<file path="src/rtl/inv_pipe_pkg.sv">
// Shared helpers for the inv_pipe retimed bus inverter.
// Defining INV_PIPE_PARITY_EN adds an even-parity bit to every stage payload.
package inv_pipe_pkg;

`ifdef INV_PIPE_PARITY_EN
    localparam int INV_PIPE_PAR_W = 1;
`else
    localparam int INV_PIPE_PAR_W = 0;
`endif

    function automatic int occ_w(input int depth);
        return $clog2(depth + 1);
    endfunction

    // Flat width of one stage payload: data plus the optional parity bit.
    function automatic int payload_w(input int width);
        return width + INV_PIPE_PAR_W;
    endfunction

endpackage

</file>
<file path="src/rtl/inv_pipe_stage.sv">
// One valid/data register pair of the inv_pipe skid-free pipeline.
module inv_pipe_stage
    import inv_pipe_pkg::*;
#(
    parameter int PW = 8
) (
    input  logic          clk,
    input  logic          rst,
    input  logic          up_valid,
    input  logic [PW-1:0] up_data,
    input  logic          dn_ready,
    output logic          rdy,
    output logic          valid,
    output logic [PW-1:0] data
);

    assign rdy = ~valid | dn_ready;

    // Data only moves with a valid beat so nq stays put across bubbles.
    always_ff @(posedge clk or posedge rst) begin
        if (rst) begin
            valid <= 1'b0;
            data  <= '0;
        end else if (rdy) begin
            valid <= up_valid;
            if (up_valid)
                data <= up_data;
        end
    end

endmodule

</file>
<file path="src/rtl/inv_pipe.sv">
// DEPTH-stage registered masked inverter with valid/ready flow control.
// Optional INV_PIPE_PARITY_EN adds nq_par = ^nq, carried alongside each beat.
module inv_pipe
    import inv_pipe_pkg::*;
#(
    parameter int WIDTH = 8,
    parameter int DEPTH = 2
) (
    input  logic                     clk,
    input  logic                     rst,
    input  logic                     i_valid,
    output logic                     i_ready,
    input  logic [WIDTH-1:0]         i,
    input  logic [WIDTH-1:0]         inv_mask,
    output logic                     nq_valid,
    input  logic                     nq_ready,
    output logic [WIDTH-1:0]         nq,
    output logic [occ_w(DEPTH)-1:0]  occ
`ifdef INV_PIPE_PARITY_EN
    ,
    output logic                     nq_par
`endif
);

    localparam int OCC_W = occ_w(DEPTH);
    localparam int PW    = payload_w(WIDTH);

    if (DEPTH < 1) begin : g_bad_depth
        $error("inv_pipe: DEPTH must be >= 1");
    end
    if (WIDTH < 1) begin : g_bad_width
        $error("inv_pipe: WIDTH must be >= 1");
    end

`ifdef INV_PIPE_PARITY_EN
    typedef struct packed {
        logic [WIDTH-1:0] data;
        logic             par;
    } beat_t;
`else
    typedef struct packed {
        logic [WIDTH-1:0] data;
    } beat_t;
`endif

    beat_t              in_beat;
    beat_t [DEPTH:0]    dat_pipe;
    logic  [DEPTH:0]    vld_pipe;
    logic  [DEPTH-1:0]  rdy_dn;
    logic  [DEPTH-1:0]  stg_rdy;
    logic               unused_stg_rdy;
    logic               push;
    logic               pop;

    always_comb begin
        in_beat      = '0;
        in_beat.data = i ^ inv_mask;
`ifdef INV_PIPE_PARITY_EN
        in_beat.par  = ^(i ^ inv_mask);
`endif
    end

    assign vld_pipe[0] = i_valid;
    assign dat_pipe[0] = in_beat;

    for (genvar k = 0; k < DEPTH; k++) begin : g_stage
        // Downstream ready flattened to an OR over later empty stages; it is
        // the unrolled ready chain and keeps the net free of bit self-loops.
        if (k == DEPTH - 1) begin : g_last
            assign rdy_dn[k] = nq_ready;
        end else begin : g_mid
            assign rdy_dn[k] = nq_ready | ~(&vld_pipe[DEPTH:k+2]);
        end

        inv_pipe_stage #(.PW(PW)) u_stage (
            .clk      (clk),
            .rst      (rst),
            .up_valid (vld_pipe[k]),
            .up_data  (dat_pipe[k]),
            .dn_ready (rdy_dn[k]),
            .rdy      (stg_rdy[k]),
            .valid    (vld_pipe[k+1]),
            .data     (dat_pipe[k+1])
        );
    end

    // Later stage ready outputs duplicate rdy_dn; only stage 0 is consumed.
    assign unused_stg_rdy = ^stg_rdy;
    assign i_ready        = stg_rdy[0];

    assign nq_valid = vld_pipe[DEPTH];
    assign nq       = dat_pipe[DEPTH].data;
`ifdef INV_PIPE_PARITY_EN
    assign nq_par   = dat_pipe[DEPTH].par;
`endif

    assign push = i_valid & i_ready;
    assign pop  = nq_valid & nq_ready;

    always_ff @(posedge clk or posedge rst) begin
        if (rst) begin
            occ <= '0;
        end else begin
            case ({push, pop})
                2'b10:   occ <= occ + OCC_W'(1);
                2'b01:   occ <= occ - OCC_W'(1);
                default: occ <= occ;
            endcase
        end
    end

endmodule

</file>
<file path="config.mk">
export PLATFORM = sky130hd
export DESIGN_NAME = inv_pipe
export DESIGN_NICKNAME = d
export VERILOG_FILES = /design/src/rtl/inv_pipe_pkg.sv /design/src/rtl/inv_pipe_stage.sv /design/src/rtl/inv_pipe.sv
export SDC_FILE = /design/constraint.sdc
export NUM_CORES = 1
export LEC_CHECK = 0
export CORE_AREA = 8 8 59 61
export DETAILED_ROUTE_END_ITERATION = 8
export DIE_AREA = 0 0 67 69
export HOLD_SLACK_MARGIN = 0.06
export PLACE_DENSITY = 0.77
export SETUP_SLACK_MARGIN = 0.4
export SLEW_MARGIN = 20
export SYNTH_ARGS = -nofsm -noshare
export SYNTH_HDL_FRONTEND = slang
export SYNTH_SLANG_ARGS = --single-unit
export TNS_END_PERCENT = 50
</file>
<file path="constraint.sdc">
create_clock -name clk -period 1.2 [get_ports clk]
set_input_delay 0.36 -clock clk [delete_from_list [all_inputs] [get_ports clk]]
set_output_delay 0.36 -clock clk [all_outputs]
set_load 0.05 [all_outputs]
</file>
# == Word-level counts from Yosys, hierarchy flattened ==
# Index checks and enable logic that the tools add are counted.
# word_totals
regBits,20
latch_bits,0
mem_bits_rw,0
romBits,0
in_bits,20
mem_count,0
# classes
n_addsub,2
n_mul,0
div_mod_pow,0
order_cmp,0
eq_ne,2
shifts,0
n_mux,1
n_bitwise,7
n_reduce_logical,3
# ops
operator,count
XOR 8 bit,1
case mux 2 bit (2 select lines),1
AND reduction 2 bit,2
adder 2 x 1 -> 2 bit (second input constant),1
bitwise AND 1 bit,2
== test 2 x 1 -> 1 bit (second input constant),1
== test 2 bit (second input constant),1
inverter 1 bit,2
bitwise OR 1 bit,2
nonzero test 2 bit,1
subtractor 2 x 1 -> 2 bit (second input constant),1

# == Logic depth before layout (Yosys ltp) ==
# Gate-level depths: netlist of the first run.
# depth
word_depth,6
ltp_mapped,6
depth_no_buf,6

# == Cells and area by module ==
# Synthesis of the first run repeated with hierarchy kept, for this count alone.
# hier_totals
cells_unflattened,61
hier_area_um2,960.9
# modules_own_cells
module,instances,cells_each,area_each_um2,seq_area_each_um2
inv_pipe_stage,2,21,389.1,225.2
inv_pipe,1,19,182.7,50.0

# == Least setup slack after synthesis of the first run ==
# OpenSTA, ideal clock, no wires.
# synth_path
path_kind,reg-to-reg
from,register g_stage[1].u_stage.valid
to,register occ[1]
setup_time_ns,0.143
t_arrival_ns,1.653
path_slack_ns,-0.596
stages_incl_launch_ff,7
period_less_slack_ns,1.796
path_cell_list,dfrtp_1 -> nand3b_4 -> nand2_8 -> ha_1 -> xnor2_1 -> nor2_1 -> xor2_1
# synth_between
elab_chain_cells,6
word_cells_on_any_way,9
# synth_lines
element,line,rtl
"start, declared",inv_pipe_stage.sv:13,"output logic valid,"
"start signal, assigned",inv_pipe_stage.sv:25,valid <= up_valid;
inverter 1 bit (*),inv_pipe.sv:72,assign rdy_dn[k] = nq_ready | ~(&vld_pipe[DEPTH:k+2]);
bitwise OR 1 bit (*),inv_pipe.sv:72,
bitwise OR 1 bit (*),inv_pipe_stage.sv:17,assign rdy = ~valid | dn_ready;
via i_ready,inv_pipe.sv:12,"output logic i_ready,"
bitwise AND 1 bit (*),inv_pipe.sv:97,assign push = i_valid & i_ready;
== test 2 x 1 -> 1 bit / == test 2 bit (equally long branches),inv_pipe.sv:104,"case ({push, pop})"
case mux 2 bit (2 select lines) / nonzero test 2 bit (equally long branches),-,
"end signal, assigned",inv_pipe.sv:105,2'b10: occ <= occ + OCC_W'(1);
"end signal, assigned",inv_pipe.sv:106,2'b01: occ <= occ - OCC_W'(1);
"end, declared",inv_pipe.sv:18,output logic [occ_w(DEPTH)-1:0] occ
# Mark *: on every way through the listed nets, which the timed path passes. The rest lies on a longest branch.
# A chain may end at the register's enable or synchronous reset.

# == Worst setup path after layout of the first run ==
# layout_path
from,register g_stage[1].u_stage.valid
to,output port i_ready
# layout_between
elab_chain_cells,3
# layout_lines
element,line
inverter 1 bit,inv_pipe.sv:72
bitwise OR 1 bit,inv_pipe.sv:72
bitwise OR 1 bit,inv_pipe_stage.sv:17
"end, declared",inv_pipe.sv:12
# Every way passes these cells.

==> metrics.md, run 1 <==
| Metric | Value |
|---|---|
| Status | finished with violations |
| Failing checks | setup timing |
| Tmin final | ~1.4 ns |
| Largest net degree at the start of global routing | 21 |
| Yosys reg bits | 20 |
| Vias in the first global route | between 600 and 700 |
| Initial DRT Pass Iterations | 2 |
| Placed Area | about 0.0015 sq mm |
| Worst vdd ir | 1570 uV |
| Hold WC Path Type | in -> async |
| Yosys top cell by area | dfrtp_1 |
| CP Cell Sequence | nand3b_4 -> buf_6 -> buf_12 |
| Routed Antenna Nets | 0 |
| First-pass GRT wire length | about 3 mm |
| Max-cap violations | 0 |
| Height of the die | 69 um |
| Gpl congestion | 0.816 |
| Setup crit end kind | output pin |
| TritonCTS clock tree | yes |
| Setup TNS | -3.04 ns |
| Max_slew headroom | roughly 86% |
| Seq/Total Area, Yosys | a little over half |
| # IOs | 32 |
| Fin. Hold Viols | 0 |
| Fill cells | 211 |
| Crit path max fanout | 3 |
| Period utilization | 119% |
| Clk_skew | ~0.0088 ns |
| Die Span X | between 60 and 70 um |
| Slew @ Worst Pin | ~0.20 ns |
| Number of vias in the routed layout | around 590 |
| Crit Path Category | reg -> out |
| GRT Residual Overflow | 0 |
| Commonest cells after routing, fill and taps aside | dfrtp_1 (18), clkdlybuf4s50_1 (17), buf_12 (14), xor2_1 (9), mux2_4 (9) |
| Dpl cells | about 120 |
| Num rows | 19 |
| Tot Pwr | about 3.1 mW |
| Fin area | about 0.0016 sq mm |
| Max Root-Sink Buffers | 2 |
| Share of post-route cells with drive strength above 1 | 51.0% |
| DRC | 0 |
| Final net count | ~120 |
| Post-synth cell types | 15 |
| PwrDens | 1950 mW/mm^2 |
| Fmax | roughly 700 MHz |
| Sink Count | 20 |
| CP required | approximately 0.84 ns |
| Post-route insts no fill | between 100 and 150 |
| Total CTS buffers | 3 |
| # diodes | 0 |
| Initial core utilization | approximately 37% |
| Average wire per standard cell | roughly 14 um |
| Final Max Slew Viols | 0 |
| HPWL Detailed | 1.48 mm |
| Starting DRT DRC Count | 2 |
| Syn_nets | between 80 and 90 |
| Die area | approximately 0.0046 sq mm |
| Crit path arrival time | 1.07 ns |
| Layout area overhead | 64.6% |
| CP max stage cell | dfrtp_2 |
| Core region area | between 0.002 and 0.003 sq mm |
| CTS H-tree lvls | 1 |
| Gr usage total | under 10% |
| Setup violations, final | 30 |
| Clock slew at reported path FFs | approximately 0.11 ns |
| Syn Inst Count | 65 |
| PnR worst setup slack | -0.229 ns |
| Syn Std Cell Area | 961 sq um |
| Area contributors post-synth | dfrtp_1 (52%), mux2_4 (13%), mux2_2 (9.4%) |
| Worst skew pair latency | 0.30 ns |
| CP max stage delay | between 0.4 and 0.5 ns |
| Via/cell ratio | 4.46 |
| Pleak | between 0.7 and 0.8 nW |
| Initial antenna violation count | 0 |
| Wirelength, routed | ~1.9 mm |
| Post-synth top area share | between 50% and 60% |
| Synth Warn # | 0 |
| RSZ-0062 raised after global routing | yes |
| Clk root buf | clkbuf_4 |
| Syn Area/Cell | around 15 sq um |
| Worst Setup Start Kind | flop |
| Port buffer count | 31 |
| Commonest non-fill, non-tap cell in the layout | dfrtp_1 |
-- state kept, by name, indices dropped and copies added (netlist names) --
| register | count |
|---|---|
| g_stage.u_stage.valid | 2 |
| occ | 2 |
| g_stage.u_stage.data | 16 |
-- metrics by stage --
step           hold slack (ns)  setup WS [ns]  util (%)
3_3_place_gp             0.489         -0.449      55.9
3_5_place_dp             0.498         -0.501      55.9
5_1_grt                  0.375         -0.287      60.5
4_1_cts                  0.377         -0.248      59.5
6_report                 0.372         -0.229      60.5
2_1_floorplan            0.324         -0.363         -
-- cells by family after synthesis --
kind of cell | share of synthesized area, %
simple gates | 8.07
mux | 21.9
fa+ha+maj | 1.30
flops | 52.1
buf+inv | 6.64
xor+xnor | 10.0
-- area by class of cell --
cell class                 instances  area [sq um]  share of cell area (%)
tap                               31          38.8                    2.45
clock inverter                     1          30.0                    1.90
multi-input combinational         36           444                    28.1
inverter                           1          3.75                   0.237
timing repair buffer              41           539                    34.1
sequential                        20           503                    31.8
clock buffer                       3          22.5                    1.42
-- synthesized netlist by cell type --
cell and instances:
ha_1 1, nand2b_1 2, buf_4 8, nand2_2 1
nand2_8 1, nor2_1 1, and2_1 1, nand2b_2 1
xnor2_1 2, nand3b_4 1, xor2_1 9, mux2_2 8
mux2_4 8, inv_1 1, dfrtp_1 20
-- worst paths after layout --
kind | from | endpoint | slack, ns | cells past startpoint
max | g_stage[1].u_stage.valid | i_ready | -0.23 | 3
min | rst | g_stage[1].u_stage.valid | 0.37 | 3
max reg2reg | g_stage[1].u_stage.valid | occ[1] | -0.22 | 7
min reg2reg | g_stage[0].u_stage.data[5] | g_stage[1].u_stage.data[5] | 0.52 | 1
max in group asynchronous | rst | occ[0] | 0.68 | 3
min in group clk | g_stage[0].u_stage.data[5] | g_stage[1].u_stage.data[5] | 0.52 | 1
-- worst max-delay path, delay by kind of cell, from the launching register on --
family / cells / cell delay, ns
DFF: 1 / 0.45
buffers and inverters: 2 / 0.22
and+or+nand+nor: 1 / 0.09
-- report_power, final --
group,total [mW],internal (mW),switching (mW)
logic,1.52,0.834,0.690
registers,1.02,0.857,0.166
clock network,0.540,0.338,0.202
-- what timing repair did --
item	4_1_cts	5_1_grt
pin swaps	4	2
hold buffers	0	0
resized for setup	7	3
setup buffers	4	1
endpoints found under the setup margin	32	32
-- routing by layer --
metal	part of all wire (%)	wire length, um	vias up	GRT usage (%)
met5	0	0	-	0
met1	35	670	287	8.52
met3	7.1	136	4	4.04
met2	54	1040	21	14.6
li1	-	-	281	-
met4	3.5	68	0	5.81
(Power assumes the default switching activity.)
==> run 2: changes to the inputs <==
--- a/config.mk
+++ b/config.mk
@@ -5,11 +5,11 @@
 export SDC_FILE = /design/constraint.sdc
 export NUM_CORES = 1
 export LEC_CHECK = 0
-export CORE_AREA = 8 8 59 61
+export CORE_AREA = 2 2 53 55
 export DETAILED_ROUTE_END_ITERATION = 8
-export DIE_AREA = 0 0 67 69
+export DIE_AREA = 0 0 55 57
 export HOLD_SLACK_MARGIN = 0.06
-export PLACE_DENSITY = 0.77
+export PLACE_DENSITY = 0.76
 export SETUP_SLACK_MARGIN = 0.4
 export SLEW_MARGIN = 20
 export SYNTH_ARGS = -nofsm -noshare
==> run 2 against run 1 <==
Against the previous run: the run still ends with setup timing left; clock-buffer cell count up 1; clock power down 30%; maximum frequency rose by 0.37%; sequential share of layout area grew 0.91 points; register-to-register slack gained 0.07 ns; clock skew shrank 0.0068 ns; first-iteration DRC count is 100% lower; routed wire length shrank 13%; setup slack improved by 0.0053 ns; power down 5.2%; sequential power is essentially flat; hold slack got worse by 0.00065 ns; critical endpoint unchanged; largest power group unchanged.
==> metrics.md, run 2 (synthesized netlist as in run 1, its figures left out) <==
| Metric | Value |
|---|---|
| Height of the die | 57 um (-17%) |
| Biggest regs | g_stage.u_stage.data (16), g_stage.u_stage.valid (2), occ (2) |
| HPWL Detailed | 1.31 mm (-12%) |
| Wirelength, routed | 1.67 mm (-13%) |
| Port buffer count | 31 (unchanged) |
| Clock slew at reported path FFs | 0.11 ns (about the same) |
| Clk root buf | clkbuf_4 |
| CTS H-tree lvls | 1 (unchanged) |
| Share of post-route cells with drive strength above 1 | 50.5% (-0.49 points) |
| Initial DRT Pass Iterations | 1 (-1) |
| Fin area | 0.00154 sq mm (-2.8%) |
| Vias in the first global route | 646 (-0.92%) |
| Crit path max fanout | 3 (unchanged) |
| Cts hold-fix bufs | 0 (unchanged) |
| Number of vias in the routed layout | 598 (+0.84%) |
| CP required | 0.84 ns (about the same) |
| Max_slew headroom | 85.9% (-0.46 points) |
| Sink Count | 20 (unchanged) |
| Crit Path Category | reg -> out |
| Commonest cells after routing, fill and taps aside | dfrtp_1 (18), clkdlybuf4s50_1 (17), buf_12 (14), xor2_1 (9) |
| PnR worst setup slack | -0.223 ns (+0.00532 ns) |
| Gr usage total | 12.8% (+3.9 points) |
| Die Span X | 55 um (-18%) |
| # diodes | 0 (unchanged) |
| Worst skew pair latency | 0.29 ns (about the same) |
| Setup crit end kind | output pin |
| Status | finished with violations |
| Max-cap violations | 0 (unchanged) |
| Placed Area | 0.00146 sq mm (unchanged) |
| GRT Residual Overflow | 0 (unchanged) |
| Total CTS buffers | 3 (unchanged) |
| Fin. Hold Viols | 0 (unchanged) |
| Biggest register | g_stage.u_stage.data |
| Die area | 0.00314 sq mm (-32%) |
| Max reg flops | 16 (unchanged) |
| Final Max Slew Viols | 0 (unchanged) |
| Commonest non-fill, non-tap cell in the layout | dfrtp_1 |
| PwrDens | 1900 mW/mm^2 (-2.5%) |
| Setup violations, final | 22 (-27%) |
| Initial core utilization | 36.7% (unchanged) |
| Crit path arrival time | 1.06 ns (about the same) |
| Fmax | 703 MHz (+0.37%) |
| Period utilization | 119% (-0.44 points) |
| Pleak | 0.702 nW (-2.5%) |
| Clk_skew | 0.00195 ns (-0.00683 ns) |
| First-pass GRT wire length | 2.86 mm (-7.0%) |
| Worst Setup Start Kind | flop |
| Core region area | 0.00262 sq mm (unchanged) |
| Failing checks | setup timing |
| DRC | 0 (unchanged) |
| Slew @ Worst Pin | 0.211 ns (+0.00693 ns) |
| Largest net degree at the start of global routing | 21 (unchanged) |
| WHS | 0.372 ns (-0.000647 ns) |
| Gpl congestion | 0.658 (-19%) |
| Layout area overhead | 60.0% |
| Tmin final | 1.42 ns (-0.00532 ns) |
| Starting DRT DRC Count | 0 (-2) |
| # IOs | 32 (unchanged) |
| Worst vdd ir | 1130 uV (-28%) |
| RSZ-0062 raised after global routing | yes |
| Num rows | 19 (unchanged) |
| Routed Antenna Nets | 0 (unchanged) |
| Average wire per standard cell | 12.7 um (-12%) |
| TritonCTS clock tree | yes |
| Initial antenna violation count | 0 (unchanged) |
| Max Root-Sink Buffers | 2 (unchanged) |
| Via/cell ratio | 4.53 (+1.6%) |
| Hold WC Path Type | in -> async |
| Final net count | 123 (-0.81%) |
run 2: worst max-delay path, cell delays in order (launching register included):
cell	delay, ns
dfrtp_2	0.45
nand3b_4	0.09
buf_6	0.11
buf_12	0.12
run 2: routing by layer:
metal,global-route usage [%],up-vias,part of all wire [%]
met2,21.3,20,57
met3,3.93,2,5.1
li1,-,280,-
met4,4.18,0,1.1
met1,15.5,296,37
met5,0,-,0
run 2: area by class of cell:
class	instances	area [sq um]
multi-input cells	36	432
clock buffers	4	36.3
fillers	210	1080
flip-flops and latches	20	503
inverters	1	3.75
repair buffers	40	524
well taps	31	38.8
run 2: where the power goes:
| part | internal [mW] | switching [mW] |
|---|---|---|
| combinational | 0.836 | 0.686 |
| sequential | 0.857 | 0.166 |
| clock | 0.185 | 0.194 |
run 2: final timing paths:
check	from	to	slack [ns]	depth (start not counted)
worst max register to register	g_stage[1].u_stage.valid	occ[1]	-0.15	6
worst min-delay path	rst	g_stage[0].u_stage.data[4]	0.37	3
worst max-delay path	g_stage[1].u_stage.valid	i_ready	-0.22	3
max in group asynchronous	rst	g_stage[1].u_stage.valid	0.69	3
worst min register to register	g_stage[0].u_stage.data[0]	g_stage[1].u_stage.data[0]	0.52	1
min in group clk	g_stage[0].u_stage.data[0]	g_stage[1].u_stage.data[0]	0.52	1
run 2: per-stage QoR:
step | std cells | power [mW] | setup TNS, ns | util [%] | worst slack, ns
floorplan | 65 | 1.86 | -2.69 | - | -0.363
global placement | 124 | 2.47 | -8.04 | 55.9 | -0.451
detailed placement | 124 | 2.51 | -8.83 | 55.9 | -0.525
CTS | 131 | 2.92 | -1.67 | 58.2 | -0.230
global route | 132 | 3.06 | -2.84 | 58.8 | -0.281
finish | 132 | 2.93 | -1.53 | 58.8 | -0.223
run 2: timing repair:
item	in CTS	in global routing
gates resized for setup	4	2
pin swaps	1	2
setup endpoints to repair	32	32
buffers inserted	3	1
==> run 3: changes to the inputs <==
--- a/config.mk
+++ b/config.mk
@@ -11,7 +11,7 @@
 export HOLD_SLACK_MARGIN = 0.06
 export PLACE_DENSITY = 0.76
 export SETUP_SLACK_MARGIN = 0.4
-export SLEW_MARGIN = 20
+export SLEW_MARGIN = 40
 export SYNTH_ARGS = -nofsm -noshare
 export SYNTH_HDL_FRONTEND = slang
 export SYNTH_SLANG_ARGS = --single-unit
==> results of run 3 <==
No change in the layout: final DEF, timing and power equal those of run 2.
